## config.mk

```make
export PLATFORM = sky130hd
export DESIGN_NAME = jk_bank_seq
export DESIGN_NICKNAME = d
export VERILOG_FILES = /design/src/rtl/jk_bank_seq_pkg.sv /design/src/rtl/jk_bank_seq_excite.sv /design/src/rtl/jk_bank_seq.sv
export SDC_FILE = /design/constraint.sdc
export NUM_CORES = 1
export LEC_CHECK = 0
export CELL_PAD_IN_SITES_DETAIL_PLACEMENT = 0
export CELL_PAD_IN_SITES_GLOBAL_PLACEMENT = 2
export CORE_MARGIN = 8
export CORE_UTILIZATION = 35
export CTS_CLUSTER_DIAMETER = 120
export DETAILED_ROUTE_END_ITERATION = 16
export GPL_ROUTABILITY_DRIVEN = 0
export PLACE_DENSITY_LB_ADDON = 0.1
export SYNTH_ARGS = -nofsm -noshare
export SYNTH_HDL_FRONTEND = slang
export SYNTH_SLANG_ARGS = --single-unit
```

## constraint.sdc

```tcl
create_clock -name clk -period 3.2 [get_ports clk]
set_input_delay 0.48 -clock clk [delete_from_list [all_inputs] [get_ports clk]]
set_output_delay 0.48 -clock clk [all_outputs]
set_load 0.005 [all_outputs]
```

## src/rtl/jk_bank_seq_pkg.sv

```systemverilog
// Shared opcodes, FSM encoding and helpers for the JK bank sequencer.
// Build with JK_BANK_SEQ_VERIFY_EN to enable post-step readback checking.
package jk_bank_seq_pkg;

    localparam logic [2:0] OP_NOP    = 3'd0;
    localparam logic [2:0] OP_CLEAR  = 3'd1;
    localparam logic [2:0] OP_SET    = 3'd2;
    localparam logic [2:0] OP_LOAD   = 3'd3;
    localparam logic [2:0] OP_UP     = 3'd4;
    localparam logic [2:0] OP_DOWN   = 3'd5;
    localparam logic [2:0] OP_TOGGLE = 3'd6;
    localparam logic [2:0] OP_RSVD   = 3'd7;

    typedef enum logic [1:0] {
        ST_IDLE  = 2'd0,
        ST_DRIVE = 2'd1,
        ST_APPLY = 2'd2,
        ST_DONE  = 2'd3
    } state_t;

    function automatic logic is_step(input logic [2:0] op);
        return (op == OP_UP) || (op == OP_DOWN) || (op == OP_TOGGLE);
    endfunction

endpackage

```

## src/rtl/jk_bank_seq_excite.sv

```systemverilog
// JK excitation: set bits that must rise, reset bits that must fall,
// hold everything else.
module jk_excite #(
    parameter int WIDTH = 4
) (
    input  logic [WIDTH-1:0] q,
    input  logic [WIDTH-1:0] nxt,
    output logic [WIDTH-1:0] j,
    output logic [WIDTH-1:0] k
);

    assign j = ~q & nxt;
    assign k = q & ~nxt;

endmodule

```

## src/rtl/jk_bank_seq.sv

```systemverilog
// Command sequencer driving J/K of an external jk_ff bank, one step per DRIVE/APPLY pair.
// Define JK_BANK_SEQ_VERIFY_EN to check Q after each step and abort on error.
module jk_bank_seq
    import jk_bank_seq_pkg::*;
#(
    parameter int WIDTH = 4,
    parameter int CNT_W = 8
) (
    input  logic             clk,
    input  logic             rst,
    input  logic             cmd_valid,
    output logic             cmd_ready,
    input  logic [2:0]       cmd_op,
    input  logic [WIDTH-1:0] cmd_data,
    input  logic [CNT_W-1:0] cmd_steps,
    input  logic [WIDTH-1:0] q_i,
    output logic [WIDTH-1:0] j_o,
    output logic [WIDTH-1:0] k_o,
    output logic             busy,
    output logic             done,
    output logic             bad_op,
    output logic             mismatch
);

    state_t           state;
    state_t           state_nxt;
    logic [2:0]       op_r;
    logic [WIDTH-1:0] data_r;
    logic [CNT_W-1:0] steps_r;
    logic [CNT_W-1:0] cnt;
    logic [CNT_W-1:0] cnt_inc;
    logic [WIDTH-1:0] nxt;
    logic [WIDTH-1:0] j_ex;
    logic [WIDTH-1:0] k_ex;
    logic             accept;
    logic             short_cmd;
    logic             miss;

    assign accept    = cmd_valid & cmd_ready;
    assign cnt_inc   = cnt + 1'b1;
    assign short_cmd = (cmd_op == OP_NOP) || (cmd_op == OP_RSVD)
                     || (is_step(cmd_op) && (cmd_steps == '0));

    assign cmd_ready = (state == ST_IDLE);
    assign busy      = (state != ST_IDLE);
    assign done      = (state == ST_DONE);
    assign bad_op    = done && (op_r == OP_RSVD);

    always_comb begin
        nxt = q_i;
        unique case (1'b1)
            (op_r == OP_CLEAR):  nxt = '0;
            (op_r == OP_SET):    nxt = '1;
            (op_r == OP_LOAD):   nxt = data_r;
            (op_r == OP_UP):     nxt = q_i + 1'b1;
            (op_r == OP_DOWN):   nxt = q_i - 1'b1;
            (op_r == OP_TOGGLE): nxt = ~q_i;
            default:             nxt = q_i;
        endcase
    end

    jk_excite #(.WIDTH(WIDTH)) u_excite (
        .q   (q_i),
        .nxt (nxt),
        .j   (j_ex),
        .k   (k_ex)
    );

`ifdef JK_BANK_SEQ_VERIFY_EN
    logic [WIDTH-1:0] exp_r;
    logic             chk_r;
    logic             mis_r;

    // chk_r marks the cycle right after APPLY, when Q must equal exp_r
    assign miss     = chk_r && (q_i != exp_r);
    assign mismatch = mis_r;

    always_ff @(posedge clk or negedge rst) begin
        if (!rst) begin
            exp_r <= '0;
            chk_r <= 1'b0;
            mis_r <= 1'b0;
        end else begin
            chk_r <= (state == ST_APPLY);
            if (state == ST_DRIVE) begin
                exp_r <= nxt;
            end
            if (miss) begin
                mis_r <= 1'b1;
            end
        end
    end
`else
    assign miss     = 1'b0;
    assign mismatch = 1'b0;
`endif

    always_comb begin
        state_nxt = state;
        unique case (state)
            ST_IDLE: begin
                if (accept) begin
                    state_nxt = short_cmd ? ST_DONE : ST_DRIVE;
                end
            end
            ST_DRIVE: begin
                state_nxt = miss ? ST_DONE : ST_APPLY;
            end
            ST_APPLY: begin
                if (!is_step(op_r) || (cnt_inc == steps_r)) begin
                    state_nxt = ST_DONE;
                end else begin
                    state_nxt = ST_DRIVE;
                end
            end
            ST_DONE: begin
                state_nxt = ST_IDLE;
            end
            default: begin
                state_nxt = ST_IDLE;
            end
        endcase
    end

    always_ff @(posedge clk or negedge rst) begin
        if (!rst) begin
            state   <= ST_IDLE;
            op_r    <= OP_NOP;
            data_r  <= '0;
            steps_r <= '0;
            cnt     <= '0;
            j_o     <= '0;
            k_o     <= '0;
        end else begin
            state <= state_nxt;
            if (accept) begin
                op_r    <= cmd_op;
                data_r  <= cmd_data;
                steps_r <= cmd_steps;
                cnt     <= '0;
            end
            if ((state == ST_DRIVE) && !miss) begin
                j_o <= (op_r == OP_TOGGLE) ? '1 : j_ex;
                k_o <= (op_r == OP_TOGGLE) ? '1 : k_ex;
            end
            if (state == ST_APPLY) begin
                j_o <= '0;
                k_o <= '0;
                cnt <= cnt_inc;
            end
        end
    end

endmodule

```

# Word-level counts from Yosys, hierarchy flattened
# Cells that the tools add are included.
[word_totals] wordCells=60 register_bits=33 out_inout_bits=13
[classes] bitwise=5 n_eq_ne=16 reduce_logical=16 muxes=13 addsub=3
[ops] operator="$eq A3 B3 Y1 const B" count=8
[ops] operator="$mux W4" count=6
[ops] operator="$pmux W4 S6" count=1
[ops] operator="$mux W8" count=2
[ops] operator="$add A8 B1 Y8 const B" count=1
[ops] operator="$and A4 B4 Y4" count=2
[ops] operator="$eq A8 B8 Y1" count=1
[ops] operator="$logic_not A8 Y1" count=1
[ops] operator="$not A4 Y4" count=2
[ops] operator="$pmux W2 S4" count=1
[ops] operator="$logic_or A1 B1 Y1" count=7
[ops] operator="$eq A3 B2 Y1 const B" count=2
[ops] operator="$mux W2" count=3
[ops] operator="$reduce_bool A2 Y1" count=3
[ops] operator="$add A4 B1 Y4 const B" count=1
[ops] operator="$eq A2 B2 Y1 const B" count=2
[ops] operator="$sub A4 B1 Y4 const B" count=1
[ops] operator="$eq A3 B1 Y1 const B" count=1
[ops] operator="$logic_not A3 Y1" count=1
[ops] operator="$eq A2 B1 Y1 const B" count=1
[ops] operator="$logic_and A1 B1 Y1" count=2
[ops] operator="$logic_not A2 Y1" count=1
[ops] operator="$ne A2 B1 Y1 const B" count=1
[ops] operator="$and A1 B1 Y1" count=1
[ops] operator="$logic_not A1 Y1" count=1

# Logic depth before layout (Yosys ltp)
[depth] word_depth=8 mapped_depth=10 mapped_depth_nobuf=9

# Cells and area by module
# A second synthesis with hierarchy kept.
[hier_totals] cells_unflattened=197 area_unflattened_um2=1955.6
[modules_own_cells] mod="jk_bank_seq" instances=1 cells_each=189 seq_area_each_um2=825.8 area_each_um2=1885.6
[modules_own_cells] mod="jk_excite" instances=1 cells_each=8 seq_area_each_um2=0.0 area_each_um2=70.1

# Worst setup path after synthesis
# Ideal clock, no wire load.
[synth_path] path_type="register to register" start="register op_r[0]" end="register j_o[2]" slack_ns=1.249 t_required_ns=3.090 arrival_ns=1.841 period_less_slack_ns=1.951 stages_incl_launch_ff=10 path_buffers=2 cell_sequence="dfrtp_1 -> clkbuf_1 -> clkbuf_1 -> nand2_1 -> xnor2_1 -> ha_1 -> nor3b_1 -> a211o_1 -> a21oi_1 -> o41ai_1"
[synth_between] elab_chain_cells=6
[synth_rtl] item="start: declaration" line="jk_bank_seq.sv:27" rtl="logic [2:0] op_r;"
[synth_rtl] item="start signal: assignment" line="jk_bank_seq.sv:137" rtl="op_r <= cmd_op;"
[synth_rtl] item="$eq A3 B3 Y1 (tied with other cells)" line="jk_bank_seq.sv:57, jk_bank_seq.sv:143"
[synth_rtl] item="$pmux W4 S6" line="jk_bank_seq.sv:51" rtl="unique case (1'b1)"
[synth_rtl] item="$and A4 B4 Y4" line="jk_bank_seq_excite.sv:12" rtl="assign j = ~q & nxt;"
[synth_rtl] item="$mux W4 (*)" line="jk_bank_seq.sv:143" rtl="j_o <= (op_r == OP_TOGGLE) ? '1 : j_ex;"
[synth_rtl] item="$mux W4 (*)" line="jk_bank_seq.sv:142" rtl="if ((state == ST_DRIVE) && !miss) begin"
[synth_rtl] item="$mux W4 (*)" line="jk_bank_seq.sv:146" rtl="if (state == ST_APPLY) begin"
[synth_rtl] item="end signal: assignment" line="jk_bank_seq.sv:143"
[synth_rtl] item="end: declaration" line="jk_bank_seq.sv:17" rtl="output logic [WIDTH-1:0] j_o,"
# Mark *: on every way between the ends. The rest lies on a longest branch, timed or not. The select of a mux whose other input is x is not followed.
# A chain may end at the register's enable or synchronous reset.

# Final worst setup path
[layout_path] start="register op_r[2]" end="output port bad_op"
[layout_between] elab_chain_cells=2
[layout_rtl] item="$eq A3 B3 Y1" line="jk_bank_seq.sv:47" rtl="assign bad_op = done && (op_r == OP_RSVD);"
[layout_rtl] item="$logic_and A1 B1 Y1" line="jk_bank_seq.sv:47"
[layout_rtl] item="end: declaration" line="jk_bank_seq.sv:21" rtl="output logic bad_op,"
# No other way between the ends.

==> summary.md <==
| Metric | Value |
|---|---|
| Status | `completed` |
| DRT iter0 DRCs | `64` |
| Chip width | `89.8 um` |
| Floorplan core area | `roughly 0.0054 sq mm` |
| Final WL | `approximately 4500 um` |
| Final core occ | `0.441` |
| Final-report max-slew violation count | `0` |
| IO Count | `35` |
| Layout cells sized above 1 | `0.117` |
| Placement Rows | `27` |
| Syn Area/Cell | `9.84 sq um` |
| LEAKAGE | `roughly 1 nW` |
| Via count | `approximately 1.5k` |
| Seq cells post-synth | `33` |
| Post-CTS Hold Fix Bufs | `0` |
| Part of the cycle the worst path needs | `0.715` |
| Slew Limit Headroom | `0.608` |
| Maxcap violations | `0` |
| DRC errors left | `0` |
| Critical path fanouts, max | `19` |
| Area of the mapped netlist | `0.00191 sq mm` |
| Sequential-to-total area share from yosys stat | `0.433` |
| Final Hold Fails | `0` |
| P&R area growth vs syn | `24.1%` |
| Yosys cell types | `43` |
| Max VDD drop | `about 0.00032 V` |
| Port bufs | `33` |
| DP HPWL | `3340 um` |
| Worst EP arrival | `1.81 ns` |
| CTS clk-pin slew, worst paths | `roughly 0.070 ns` |
| PostCTS Resize Cnt | `0` |
| Die Area | `0.00807 sq mm` |
| Clock Latency Late Sink | `roughly 0.28 ns` |
| CTS tree | `done` |
| Layout Nets | `roughly 250` |
| CP required | `roughly 2.7 ns` |
| Die Span Y | `approximately 90 um` |
| Ys async rst share | `1.00` |
| H-tree lvl count | `2` |
| Grt ovf | `0` |
| Dominant synthesized flop cell | `dfrtp_1` |
| Clock sinks | `33` |
| Final TNS setup | `0 ns` |
| Ant. Diodes | `0` |
| HP Class | `flip-flop to flip-flop` |
| Pre-antenna DRT Iters | `4` |
| Root Driver | `clkbuf_8` |
| Inserted Clock Buffers | `5` |
| Fmax | `about 0.44 GHz` |
| # Post-CTS Setup Buffers | `0` |
| Crit path launch type | `flip-flop` |
| Final-layout fill cell count | `530` |
| EDFF count, synth | `0` |
| RSZ-0062 raised after global routing | `no` |
| PwrDens | `approximately 900 mW/mm^2` |
| Register area | `roughly 830 sq um` |
| Maximum clock path buffer count | `2` |
| Via-per-instance ratio | `roughly 5` |
| Initial Util | `0.355` |
| Setup Skew | `0.00549 ns` |
| Worst-margin pin slew | `0.589 ns` |
| Largest net degree at the start of global routing | `34` |
| Path type of the worst setup path | `flip-flop to primary output` |
| Post-synthesis cell count | `194` |
| Antenna violations before repair | `0` |
| Post-synthesis net count | `around 220` |
| Antenna viol nets, final | `0` |
| Wirelength per Cell | `around 15 um` |
| CP Capture Type | `primary output` |
| Area of the multi-input gates | `around 980 sq um` |
| Global-route wire length before repair | `approximately 7600 um` |
| Period minus WS final | `between 2 and 2.5 ns` |
| Number of global-route vias before repair | `1575` |
| Final setup fails | `0` |
| Warnings from Yosys | `0` |
| Tot GR Track Use | `0.114` |
-- kinds of logic after synthesis --
| kind of cell | share of synthesized area |
|---|---|
| mux | 0.120 |
| flops | 0.433 |
| other cells | 0.00197 |
| buf+inv | 0.0538 |
| fa+ha+maj | 0.0328 |
| xor+xnor | 0.0866 |
| compound gates | 0.139 |
| simple gates | 0.133 |
-- power breakdown --
| group | total (mW) | switching [mW] | internal [mW] |
|---|---|---|---|
| Clock | 0.288 | 0.145 | 0.143 |
| Combinational | 1.02 | 0.477 | 0.546 |
| Sequential | 0.816 | 0.225 | 0.591 |
-- cell usage in the layout, fill, tap and decap left out, drive strengths merged, types with 3 or more instances in the layout --
cell type | synthesis | layout
mux2 | 15 | 15
xor2 | 9 | 9
o22ai | 9 | 9
o21ai | 7 | 7
inv | 14 | 14
nand2b | 5 | 5
clkdlybuf4s50 | 0 | 33
clkbuf | 7 | 5
dfrtp | 33 | 33
nand3 | 6 | 6
nor3 | 3 | 3
ha | 5 | 5
a21oi | 11 | 11
xnor2 | 6 | 6
mux2i | 6 | 6
nor2 | 8 | 8
nand2 | 18 | 18
-- stage by stage --
stage	hold WS, ns	power (mW)	instance area (sq um)	setup WS [ns]	cells
after floorplan	0.184	1.52	1910	1.25	194
after global placement	0.491	1.85	2290	0.965	289
after detailed placement	0.493	1.86	2290	0.890	289
after CTS	0.509	2.16	2370	0.905	295
after global routing	0.540	2.30	2370	0.804	295
final	0.502	2.13	2370	0.911	295
-- cell type report --
cell class	count	share of cell area
multi-input cells	135	0.414
flip-flops and latches	33	0.349
repair buffers	35	0.146
well taps	72	0.0381
clock buffers	5	0.0291
inverters	14	0.0222
clock inverters	1	0.00211
-- flip-flops by register name (all words and copies together) (netlist names) --
signal / count
cnt: 8
k_o: 4
steps_r: 8
op_r: 3
j_o: 4
state: 2
data_r: 4
-- synthesized netlist by cell type, types with 2 or more instances --
library cell / number / area, sq um
a31oi_1: 2 / 12.5
xnor2_2: 2 / 32.5
nor3_1: 3 / 15.0
xnor2_1: 4 / 35.0
nand3_1: 6 / 30.0
mux2i_1: 6 / 60.1
o21ai_0: 6 / 30.0
ha_1: 5 / 62.6
o22ai_1: 9 / 56.3
o31ai_1: 2 / 15.0
a21oi_1: 11 / 55.1
and3_1: 2 / 12.5
nor3b_1: 2 / 15.0
dfrtp_1: 33 / 826
mux2_2: 15 / 169
buf_1: 3 / 11.3
nor4_1: 2 / 12.5
nand2_1: 18 / 67.6
inv_1: 14 / 52.6
nand2b_1: 5 / 31.3
a21o_1: 2 / 15.0
xor2_1: 8 / 70.1
nor2_1: 8 / 30.0
clkbuf_1: 7 / 26.3
-- metal layers --
metal	part of all wire	routed length [um]	global-route usage	vias up
li1	-	-	-	734
met1	0.43	1950	0.125	734
met2	0.52	2350	0.204	28
met3	0.045	205	0.0333	4
met4	0.010	46	0.0381	0
met5	0	0	0	-
-- critical path, cell delays in order (launching register included) --
cell and delay (ns):
dfrtp_1 0.68, nand2_1 0.19, nor2_1 0.15, clkdlybuf4s50_1 0.51
-- worst paths after layout --
| kind | startpoint | to | slack (ns) | cells past startpoint |
|---|---|---|---|---|
| setup / recovery | op_r[2] | bad_op | 0.91 | 3 |
| hold / removal | j_o[2] | j_o[2] | 0.50 | 2 |
| setup reg to reg | op_r[2] | j_o[2] | 1.01 | 8 |
| hold reg to reg | j_o[2] | j_o[2] | 0.50 | 2 |
| max in group asynchronous | rst | cnt[6] | 2.27 | 2 |
| min in group asynchronous | rst | k_o[1] | 0.61 | 2 |
Power figures use the tool's default switching activity.
